$ cat config.mk
export PLATFORM = sky130hd
export DESIGN_NAME = pipe_arith_hs
export DESIGN_NICKNAME = d
export VERILOG_FILES = /design/src/rtl/pipe_pkg.sv /design/src/rtl/pipe_stage_ctl.sv /design/src/rtl/pipe_arith_hs.sv
export SDC_FILE = /design/constraint.sdc
export NUM_CORES = 1
export LEC_CHECK = 0
export ABC_AREA = 1
export BUFFER_PORTS_ARGS = -buffer_cell sky130_fd_sc_hd__buf_2
export CORE_ASPECT_RATIO = 0.75
export CORE_MARGIN = 2
export CORE_UTILIZATION = 50
export DETAILED_ROUTE_END_ITERATION = 7
export PLACE_DENSITY = 0.64
export SYNTH_ARGS = -nofsm -noshare
export SYNTH_HDL_FRONTEND = slang
export SYNTH_SLANG_ARGS = --single-unit
$ cat constraint.sdc
create_clock -name clk -period 6.15 [get_ports clk]
set_input_delay 1.23 -clock clk [delete_from_list [all_inputs] [get_ports clk]]
set_output_delay 1.23 -clock clk [all_outputs]
set_load 0.05 [all_outputs]
$ cat src/rtl/pipe_pkg.sv
// Shared definitions for the flow-controlled arithmetic pipeline:
// op encodings and the default operand width.
package pipe_pkg;

    localparam int DEFAULT_N = 10;

    typedef enum logic [1:0] {
        OP_MAC  = 2'b00,
        OP_SUM  = 2'b01,
        OP_PROD = 2'b10,
        OP_SAT  = 2'b11
    } op_e;

endpackage

$ cat src/rtl/pipe_stage_ctl.sv
// Valid bit and advance term for one pipeline stage. The stage may load
// whenever it is empty or the stage downstream is moving.
module pipe_stage_ctl
    import pipe_pkg::*;
(
    input  logic clk,
    input  logic rst_n,
    input  logic flush,
    input  logic v_prev,
    input  logic adv_next,
    output logic v,
    output logic adv
);

    logic v_q;
    logic v_d;

    always_comb begin
        adv = ~v_q | adv_next;
        v_d = v_q;
        // flush wins over any load arriving in the same cycle
        if (flush) begin
            v_d = 1'b0;
        end else if (adv) begin
            v_d = v_prev;
        end
    end

    always_ff @(posedge clk or negedge rst_n) begin
        if (!rst_n) begin
            v_q <= 1'b0;
        end else begin
            v_q <= v_d;
        end
    end

    assign v = v_q;

endmodule

$ cat src/rtl/pipe_arith_hs.sv
// Three-stage valid/ready pipeline computing a selectable function of a, b, c, d.
// Stage 1: x1=a+b, x2=c-d. Stage 2: x3=x1+x2. Stage 3: result selected by op.
module pipe_arith_hs
    import pipe_pkg::*;
#(
    parameter int N     = DEFAULT_N,
    parameter int OUT_W = 2 * N
) (
    input  logic             clk,
    input  logic             rst_n,
    input  logic             flush,
    input  logic             in_valid,
    output logic             in_ready,
    input  logic [1:0]       op,
    input  logic [N-1:0]     a,
    input  logic [N-1:0]     b,
    input  logic [N-1:0]     c,
    input  logic [N-1:0]     d,
    output logic             out_valid,
    input  logic             out_ready,
    output logic [OUT_W-1:0] f,
    output logic [1:0]       occ
);

    generate
        if (OUT_W < 2 * N) begin : g_bad_out_w
            $error("pipe_arith_hs: OUT_W must be at least 2*N");
        end
    endgenerate

    // Handshake: a transfer happens on a rising edge where valid and ready are
    // both high; valid never depends on ready, ready is combinational from out_ready.
    logic v1, v2, v3;
    logic adv1, adv2, adv3;

    pipe_stage_ctl u_ctl1 (
        .clk      (clk),
        .rst_n    (rst_n),
        .flush    (flush),
        .v_prev   (in_valid),
        .adv_next (adv2),
        .v        (v1),
        .adv      (adv1)
    );

    pipe_stage_ctl u_ctl2 (
        .clk      (clk),
        .rst_n    (rst_n),
        .flush    (flush),
        .v_prev   (v1),
        .adv_next (adv3),
        .v        (v2),
        .adv      (adv2)
    );

    pipe_stage_ctl u_ctl3 (
        .clk      (clk),
        .rst_n    (rst_n),
        .flush    (flush),
        .v_prev   (v2),
        .adv_next (out_ready),
        .v        (v3),
        .adv      (adv3)
    );

    assign in_ready  = adv1;
    assign out_valid = v3;
    assign occ       = {1'b0, v1} + {1'b0, v2} + {1'b0, v3};

    logic [N-1:0]     s1_x1_q, s1_x1_d;
    logic [N-1:0]     s1_x2_q, s1_x2_d;
    logic [N-1:0]     s1_d_q,  s1_d_d;
    op_e              s1_op_q, s1_op_d;
    logic [N-1:0]     s2_x1_q, s2_x1_d;
    logic [N-1:0]     s2_x2_q, s2_x2_d;
    logic [N-1:0]     s2_x3_q, s2_x3_d;
    logic [N-1:0]     s2_d_q,  s2_d_d;
    op_e              s2_op_q, s2_op_d;
    logic [OUT_W-1:0] f_q, f_d;

    logic [2*N-1:0]   mac_prod;
    logic [2*N-1:0]   x12_prod;
    logic [OUT_W-1:0] res;

    assign mac_prod = {{N{1'b0}}, s2_x3_q} * {{N{1'b0}}, s2_d_q};
    assign x12_prod = {{N{1'b0}}, s2_x1_q} * {{N{1'b0}}, s2_x2_q};

    always_comb begin
        res = '0;
        case (s2_op_q)
            OP_MAC:  res[2*N-1:0] = mac_prod;
            OP_SUM:  res[N-1:0]   = s2_x3_q;
            OP_PROD: res[2*N-1:0] = x12_prod;
            OP_SAT:  res[N-1:0]   = (|mac_prod[2*N-1:N]) ? {N{1'b1}} : mac_prod[N-1:0];
            default: res = '0;
        endcase
    end

    always_comb begin
        s1_x1_d = s1_x1_q;
        s1_x2_d = s1_x2_q;
        s1_d_d  = s1_d_q;
        s1_op_d = s1_op_q;
        s2_x1_d = s2_x1_q;
        s2_x2_d = s2_x2_q;
        s2_x3_d = s2_x3_q;
        s2_d_d  = s2_d_q;
        s2_op_d = s2_op_q;
        f_d     = f_q;
        if (adv1) begin
            s1_x1_d = a + b;
            s1_x2_d = c - d;
            s1_d_d  = d;
            s1_op_d = op_e'(op);
        end
        if (adv2) begin
            s2_x1_d = s1_x1_q;
            s2_x2_d = s1_x2_q;
            s2_x3_d = s1_x1_q + s1_x2_q;
            s2_d_d  = s1_d_q;
            s2_op_d = s1_op_q;
        end
        if (adv3) begin
            f_d = res;
        end
    end

    always_ff @(posedge clk or negedge rst_n) begin
        if (!rst_n) begin
            s1_x1_q <= '0;
            s1_x2_q <= '0;
            s1_d_q  <= '0;
            s1_op_q <= OP_MAC;
            s2_x1_q <= '0;
            s2_x2_q <= '0;
            s2_x3_q <= '0;
            s2_d_q  <= '0;
            s2_op_q <= OP_MAC;
            f_q     <= '0;
        end else begin
            s1_x1_q <= s1_x1_d;
            s1_x2_q <= s1_x2_d;
            s1_d_q  <= s1_d_d;
            s1_op_q <= s1_op_d;
            s2_x1_q <= s2_x1_d;
            s2_x2_q <= s2_x2_d;
            s2_x3_q <= s2_x3_d;
            s2_d_q  <= s2_d_d;
            s2_op_q <= s2_op_d;
            f_q     <= f_d;
        end
    end

    assign f = f_q;

endmodule

* Yosys cells after proc, flatten, opt, wreduce, memory -nomap -nowiden
Index checks and enable logic that the tools add are counted.
Widths: inputs -> output; s select.
** Storage, ports and cells
- Memory bits (writable) :: 0
- Output and inout port bits :: 24
- Flip-flop bits (word level) :: 97
- Latch bits :: 0
- Memories kept :: 0
- Memory bits (read-only) :: 0
** Operators by class
- Add/sub/neg operators :: 5
- Reductions and logical operators :: 5
- Bitwise gates (word level) :: 6
- Div/mod/pow operators :: 0
- Shift-type cells :: 0
- $lt $le $gt $ge :: 0
- Multiply operators :: 2
- Multiplexer cells :: 9
- Equal/unequal tests :: 3
** Operator list (number)
- $mul 10x10->20 :: 2
- $pmux 10 s4 :: 1
- $add 10x10->10 :: 2
- $pmux 10 s2 :: 1
- $mux 10 :: 1
- $reduce_or 10->1 :: 1
- $sub 10x10->10 :: 1
- $mux 1 :: 6
- $reduce_bool 2->1 :: 3
- $eq 2x2->1 const B :: 2
- $not 1->1 :: 3
- $or 1x1->1 :: 3
- $add 1x1->2 :: 1
- $add 2x1->2 :: 1
- $eq 2x1->1 const B :: 1
- $logic_not 2->1 :: 1

* Longest topological paths before layout
Gate-level depths: netlist of the first run.
- Depth after elaboration :: 6
- Gate-level depth with buffers :: 29
- Mapped depth without buffers :: 28

* Hierarchy
From an unflattened synthesis of the first run, not the netlist that was laid out.
** Second synthesis, totals
- Cell total of the unflattened synthesis :: 1688
- Area total of the unflattened synthesis :: 12329.3 um^2
** By module, submodules not included
- pipe_arith_hs :: area each 12167.9 um^2, cells each 1667, instances 1
- pipe_stage_ctl :: area each 53.8 um^2, cells each 7, instances 3

* Worst setup path before layout of the first run
No wires, ideal clock.
- Kind :: reg2reg
- From :: register s2_x3_q[7]
- To :: register f_q[1], in the netlist f[1]
- Path slack :: 1.243 ns
- Stages on the path, launching flop included :: 26
- Buffers on the path :: 1
- Library setup time :: 0.118 ns
- Arrival :: 4.789 ns
- Cell sequence :: dfrtp_1 -> clkbuf_1 -> nand2_1 -> fa_1 -> inv_1 -> fa_1 -> inv_1 -> fa_1 -> fa_1 -> fa_1 -> inv_1 -> ha_1 -> nand2_1 -> nand2_1 -> nand2_1 -> nand2_1 -> a21oi_1 -> nand2_1 -> nand2_2 -> nand3_4 -> nor2_8 -> nand4_1 -> nand2_1 -> nand2_1 -> nand2_1 -> nand2_1
** On the way
- Longest elaborated chain between the ends :: 4
** RTL lines
- from (decl) :: RTL line pipe_arith_hs.sv:76 : logic [N-1:0] s2_x3_q, s2_x3_d;
- from (signal assigned) :: RTL line pipe_arith_hs.sv:136 : s2_x3_q <= '0;
- from (signal assigned) :: RTL line pipe_arith_hs.sv:147 : s2_x3_q <= s2_x3_d;
- $mul 10x10->20 :: RTL line pipe_arith_hs.sv:85 : assign mac_prod = {{N{1'b0}}, s2_x3_q} * {{N{1'b0}}, s2_d_q};
- $reduce_or 10->1 :: RTL line pipe_arith_hs.sv:94 : OP_SAT: res[N-1:0] = (|mac_prod[2*N-1:N]) ? {N{1'b1}} : mac_prod[N-1:0];
- $mux 10 :: RTL line pipe_arith_hs.sv:94
- $pmux 10 s4 :: RTL line pipe_arith_hs.sv:90 : case (s2_op_q)
- to (signal assigned) :: RTL line pipe_arith_hs.sv:139 : f_q <= '0;
- to (signal assigned) :: RTL line pipe_arith_hs.sv:150 : f_q <= f_d;
- to (decl) :: RTL line pipe_arith_hs.sv:79 : logic [OUT_W-1:0] f_q, f_d;
No other way between the ends.
A chain may end at the register's enable or synchronous reset.

* Worst setup path in the final report of the first run
- From :: register s2_x3_q[7]
- To :: register f_q[8], in the netlist f[8]
** On the way
- Longest elaborated chain between the ends :: 4
** RTL lines (RTL line)
- $mul 10x10->20 (*) :: pipe_arith_hs.sv:85
- $reduce_or 10->1 :: pipe_arith_hs.sv:94
- $mux 10 :: pipe_arith_hs.sv:94
- $pmux 10 s4 (*) :: pipe_arith_hs.sv:90
Every way passes the cells marked *; elsewhere a longest branch is shown, timed or not.

==> summary.txt, run 1 <==
STA
  • Post-route clock period utilization: 87.5%
  • Setup TNS: 0 ns
  • RSZ-0062 raised after global routing: no
  • Hold Vio Cnt, Final: 0
  • Slew Viols, Final: 0
  • Relative slew slack: 54.9%
  • Final min period: 5.38 ns
  • Max Fclk: 186 MHz
  • Worst-margin pin slew: 0.675 ns
  • Clk_skew: 0.0127 ns
  • Final setup vio count: 0

Floorplanning
  • Die area: 0.0261 sq mm
  • Core footprint: 0.0242 sq mm
  • Chip height: 140 um
  • # rows: 49
  • Starting density of the core: 51.4%
  • IO Pins: 71
  • Die width: 186 um

Worst setup path
  • Crit path max fanout: 12
  • CP arrival: 5.64 ns
  • Critical path type: flop to flop
  • Worst setup SP type: flop
  • Req. time, crit path: 6.40 ns
  • Setup crit end kind: flop
  • RR Startpoint: s2_x3_q[7]
  • R2R depth: 25
  • R2R Setup Slk: 0.77 ns
  • RR Endpoint: f[8]

Synthesis
  • Seq/Total Area, Yosys: 19.6%
  • Netlist Area Pre-Place: 0.0124 sq mm
  • EDFF count, synth: 0
  • YS warnings: 0
  • Synth Area in Compound Gates: 6.63%
  • Synth area leaders: fa_1 (21%), dfrtp_1 (20%), nand2_1 (18%)
  • Top cell type's share of synthesized area: 20.7%
  • Avg Inst Size Synth: 7.41 sq um
  • Post-synth cell types: 45
  • Post-Synthesis Cells: 1,675
  • FFs w/ async S/R, synth: 100%
  • Adder-cell share of the synthesized area: 34.5%
  • Synth Area in XOR/XNOR: 2.26%
  • Proportion of synthesized area in mux cells: 0%
  • Combinational family with the most area after synthesis: adder cells
  • Area share of and/or/nand/nor cells after synthesis: 25.2%
  • Synth Register Bits: 97
  • Dominant synthesized flop cell: dfrtp_1
  • Area leader, netlist: fa_1
  • Syn nets: 1,987

Routing
  • DRT iter0 DRCs: 644
  • Routed vias: 10,300
  • Drt wl/cell: 15.2 um
  • Vias per cell: 5.06
  • First drt pass iteration count: 5
  • Post-route antenna net violation count: 0
  • Routed wire length: 31.0 mm
  • Remaining routing DRC violations: 0

CTS
  • CTS root buf: clkbuf_16
  • CTS H-Tree Depth: 3
  • Post-cts sizing count: 0
  • TritonCTS buffer count: 9
  • CTS Buffer Depth: 2
  • TritonCTS clock tree: done
  • Clock Latency Late Sink: 0.37 ns
  • Clock transition at path regs: 0.08 ns
  • Clk sinks: 97
  • Hold buffer count at CTS: 0
  • Post-CTS setup buffer count: 0

Min path
  • Hold Crit Depth: 2
  • Hold EP: s2_d_q[0]
  • Tightest Hold Check Type: flop to flop
  • Min-delay src: s1_d_q[0]

Placement
  • Hpwl dp: 25.4 mm
  • Port bufs: 70
  • Gpl congestion: 0.909
  • Placed cells: 2,022

Final layout
  • Fin nets: 2,014
  • Most frequent cells in the layout: nand2_1 (582), inv_1 (314), ha_1 (137), fa_1 (128), dfrtp_1 (97)
  • Synthesis-to-finish area growth: 7.08%
  • Commonest non-fill, non-tap cell in the layout: nand2_1
  • Antenna fix cells: 0
  • Final Non-Filler Cells: 2,037
  • Layout cells sized above 1: 9.20%

GRT
  • Total GRT Usage: 25.5%
  • Initial antenna violation count: 0
  • Gr ovfl total: 0
  • Vias in the first global route: 10,100
  • Largest net degree at the start of global routing: 52
  • First-pass GRT wire length: 52.3 mm

Status
  • Status: completed

Run
  • Max Cap Viol: 0
==> cell usage after synthesis, types with 2 or more instances <==
cell / instances
nor3_1: 6
clkbuf_1: 57
dfrtp_1: 97
a21oi_2: 2
nor2_8: 3
o21bai_1: 5
inv_2: 15
nor2_4: 2
xor2_1: 15
nand4_1: 16
o22ai_1: 4
and2_1: 2
clkinv_1: 2
a21oi_1: 57
o221ai_1: 2
fa_1: 128
xnor2_1: 17
a31oi_1: 5
nand3_1: 37
nand2_4: 3
nand2_2: 20
or2_2: 5
o2111ai_1: 2
inv_1: 314
nor2_1: 45
nor2_2: 7
nand3_2: 5
nand2_1: 582
o21ai_0: 56
ha_1: 137
a211oi_1: 4
nand3b_1: 4
o21ai_1: 3
buf_2: 4
a221oi_1: 2
==> stage by stage <==
step / utilization, % / setup WS, ns / cell area [sq um] / hold slack, ns
floorplan: - / 1.24 / 12400 / 0.442
global placement: 53.8 / 0.966 / 13000 / 0.455
detailed placement: 53.8 / 0.865 / 13000 / 0.453
CTS: 55.0 / 0.839 / 13300 / 0.472
global route: 55.0 / 0.483 / 13300 / 0.486
finish: 55.0 / 0.767 / 13300 / 0.471
==> critical path, stage by stage (launching register included) <==
cell	delay (ns)
dfrtp_1	0.68
nand2_1	0.16
fa_1	0.57
inv_1	0.06
fa_1	0.50
inv_1	0.06
fa_1	0.55
fa_1	0.42
fa_1	0.49
inv_1	0.04
ha_1	0.38
nand2_2	0.13
nor2_2	0.16
nand2_1	0.08
nand2_2	0.09
nand2_1	0.08
nand2_1	0.06
nand2_1	0.07
nand2_2	0.10
nand2_4	0.07
nor2_8	0.16
nand4_1	0.11
nand2_1	0.07
nand2_1	0.06
nand2_1	0.07
nand2_1	0.04
==> kinds of logic after synthesis <==
logic type | after synthesis
adder cells (fa/ha/maj) | 265
buffers and inverters | 392
XOR/XNOR | 32
AO/OA/AOI/OAI | 148
flip-flops | 97
AND/OR/NAND/NOR | 741
==> per-layer routing <==
metal / part of all wire (%) / wire length, um / up-vias / global-route usage (%)
met3: 6.7 / 2080 / 30 / 5.33
met5: 0 / 0 / - / 0
met2: 41 / 12600 / 296 / 36.3
met4: 1.3 / 404 / 0 / 4.27
met1: 51 / 15900 / 4854 / 40.2
li1: - / - / 5127 / -
==> worst max-delay path by stage <==
stage	startpoint	end	slack [ns]	cells after the start
2_1_floorplan	s2_x3_q[7]	f[1]	1.24	25
3_3_place_gp	s2_x3_q[8]	f[8]	0.97	24
3_5_place_dp	s2_x3_q[7]	f[3]	0.87	25
4_1_cts	s2_x3_q[7]	f[3]	0.84	25
5_1_grt	s2_x3_q[7]	f[0]	0.48	25
6_report	s2_x3_q[7]	f[8]	0.77	25
==> layout make-up <==
type                            count  area, sq um
Timing Repair Buffer               77          405
Fill cell                        2362        10900
Sequential cell                    97         2430
Multi-Input combinational cell   1186         8500
Clock buffer                       10          229
Inverter                          331         1240
Clock inverter                      5         63.8
Tap cell                          331          414
==> flip-flops by register name (all words and copies together) (netlist names) <==
| signal | cells |
|---|---|
| f | 20 |
| s2_op_q | 2 |
| s1_x1_q | 10 |
| u_ctl3.v | 1 |
| s2_x3_q | 10 |
| s1_x2_q | 10 |
| s1_op_q | 2 |
| u_ctl1.v | 1 |
| s2_x1_q | 10 |
| s2_d_q | 10 |
| u_ctl2.v | 1 |
| s1_d_q | 10 |
| s2_x2_q | 10 |
Power of run 1 is left out: the tool's default activity adds up to more than one toggle a clock period on the data nets, which glitch-free logic cannot reach.
==> inputs of run 2 (changes only) <==
ABC_AREA = not set   (was 1)
CORE_ASPECT_RATIO = not set   (was 0.75)
PLACE_DENSITY = 0.65   (was 0.64)
RECOVER_POWER = 50   (was not set)
==> run 2 against run 1 <==
  * The run now ends with max-capacitance violations, max-slew violations left
  * Critical path depth decreased by 6
  * Area after synthesis decreased by 4.3%
  * Sequential share of layout area increased by 0.85 points
  * Die area decreased by 4.2%
  * Flip-flop and latch count unchanged
  * Worst setup slack got worse by 0.47 ns
  * Non-clock buffer count increased by 8
  * Critical path type unchanged
==> summary.txt, run 2 <==
Status
  • Status: complete, but fails checks
  • Failing checks: max-capacitance violations, max-slew violations

CTS
  • Clock Latency Late Sink: 0.36 ns
  • Post-CTS setup buffer count: 0
  • Clk sinks: 97
  • Clock transition at path regs: 0.08 ns
  • CTS H-Tree Depth: 3
  • CTS Buffer Depth: 2
  • TritonCTS buffer count: 9
  • TritonCTS clock tree: done
  • CTS root buf: clkbuf_16

Final layout
  • Most frequent cells in the layout: nand2_1 (292), inv_1 (176), ha_1 (137), fa_1 (128), dfrtp_1 (96)
  • Fill count: 2,278
  • Antenna fix cells: 0
  • Max reg flops: 20
  • Layout cells sized above 1: 7.06%
  • Synthesis-to-finish area growth: 6.98%
  • Fin nets: 1,723
  • Commonest non-fill, non-tap cell in the layout: nand2_1

Floorplanning
  • Starting density of the core: 50.7%
  • # rows: 56
  • Core footprint: 0.0234 sq mm
  • IO Pins: 71
  • Die area: 0.0250 sq mm
  • Die width: 158 um
  • Chip height: 158 um

Synthesis
  • Syn nets: 1,701
  • Top-count cell post-synth: nand2_1
  • Seq/Total Area, Yosys: 20.4%
  • Synth top cells by count: nand2_1 (293), inv_1 (176), ha_1 (137)
  • Area leader, netlist: fa_1
  • Post-synth cell types: 61
  • Dominant synthesized flop cell: dfrtp_1
  • FFs w/ async S/R, synth: 100%
  • Netlist Area Pre-Place: 0.0119 sq mm
  • Post-Synthesis Cells: 1,389
  • Synth Register Bits: 97
  • Avg Inst Size Synth: 8.55 sq um
  • Synth area leaders: fa_1 (22%), dfrtp_1 (20%), ha_1 (14%)
  • Top cell type's share of synthesized area: 21.6%
  • EDFF count, synth: 0
  • YS warnings: 0

Routing
  • DRT iter0 DRCs: 656
  • Remaining routing DRC violations: 0
  • Post-route antenna net violation count: 0
  • Drt wl/cell: 16.2 um
  • First drt pass iteration count: 4
  • Routed vias: 9,218
  • Vias per cell: 5.31
  • Routed wire length: 28.2 mm

STA
  • Relative slew slack: -39.0%
  • Hold Vio Cnt, Final: 0
  • RSZ-0062 raised after global routing: no
  • Hold_ws: 0.472 ns
  • Final setup vio count: 0
  • Post-route worst setup slack: 0.301 ns
  • Slew Viols, Final: 128
  • Post-route clock period utilization: 95.1%
  • Max Fclk: 171 MHz
  • Setup TNS: 0 ns
  • Worst-margin pin slew: 2.08 ns
  • Clk_skew: 0.0106 ns
  • Final min period: 5.85 ns

Min path
  • Min-delay src: s1_d_q[0]
  • Tightest Hold Check Type: flop to flop

GRT
  • Gr ovfl total: 0
  • Largest net degree at the start of global routing: 83
  • Vias in the first global route: 9,265
  • Initial antenna violation count: 0
  • Total GRT Usage: 24.0%
  • First-pass GRT wire length: 47.1 mm

Placement
  • Hpwl dp: 22.8 mm
  • Port bufs: 70
  • Gpl congestion: 0.887
  • Place WS: 0.127 ns

Worst setup path
  • RR Startpoint: s2_x3_q[5]
  • Crit. Startpoint: s2_x3_q[5]
  • CP arrival: 6.09 ns
  • Crit path max fanout: 12
  • Critical path type: flop to flop
  • Req. time, crit path: 6.39 ns
  • Setup crit end kind: flop
  • Worst setup SP type: flop

Run
  • Max Cap Viol: 2
[run 2: stage by stage]
| stage | std cells | cell area [sq um] | util (%) |
|---|---|---|---|
| after floorplan | 1389 | 11900 | - |
| after global placement | 1719 | 12400 | 53.1 |
| after detailed placement | 1719 | 12400 | 53.1 |
| after CTS | 1735 | 12700 | 54.4 |
| after global routing | 1735 | 12700 | 54.3 |
| final | 1735 | 12700 | 54.3 |
[run 2: metal layers]
| layer | GRT usage, % | up-vias | part of all wire (%) | wire length [um] |
|---|---|---|---|---|
| met4 | 3.95 | 0 | 0.95 | 269 |
| met3 | 2.90 | 14 | 3.9 | 1110 |
| met1 | 35.3 | 4483 | 49 | 13800 |
| met2 | 38.9 | 186 | 46 | 13000 |
| met5 | 0 | - | 0 | 0 |
| li1 | - | 4535 | - | - |
[run 2: final timing paths]
path,end,slack [ns],cells after the start
setup / recovery,f[9],0.30,19
hold / removal,s2_d_q[0],0.47,2
min in group asynchronous,s1_x2_q[9],0.96,1
setup reg to reg,f[9],0.30,19
hold reg to reg,s2_d_q[0],0.47,2
max in group asynchronous,s2_x3_q[7],2.52,2
[run 2: critical path, stage by stage, from the launching register on]
cell	delay [ns]
dfrtp_1	0.50
and2_1	0.24
fa_1	0.54
inv_1	0.06
fa_1	0.53
inv_1	0.05
fa_1	0.45
fa_1	0.49
inv_1	0.05
fa_1	0.47
inv_1	0.04
ha_1	0.34
o2111ai_1	0.20
o211ai_1	0.15
o211a_1	0.19
or3_4	0.35
a2111oi_4	0.40
nand4_4	0.22
nor4b_1	0.37
o21ai_1	0.09
[run 2: kinds of logic (layout without fill, tap and decap cells)]
kind of cell,Yosys count,after routing,share of synthesized area (%)
simple gates,510,510,19.8
fa+ha+maj,265,265,36.0
buf+inv,250,277,8.17
compound gates,220,220,12.0
flops,97,97,20.4
xor+xnor,41,41,3.02
mux,6,6,0.538
[run 2: area by class of cell]
class	instances	area (sq um)	share of cell area, %
Multi-Input combinational cell	1042	8480	66.8
Sequential cell	97	2430	19.1
Inverter	176	661	5.20
Timing Repair Buffer	85	432	3.40
Tap cell	319	399	3.14
Clock buffer	9	225	1.77
Clock inverter	7	70.1	0.552
[run 2: what timing repair did]
item,CTS,global route
hold buffers,0,0
gates resized for setup,0,3
setup endpoints to repair,0,8
Power of run 2 is left out for the same reason.
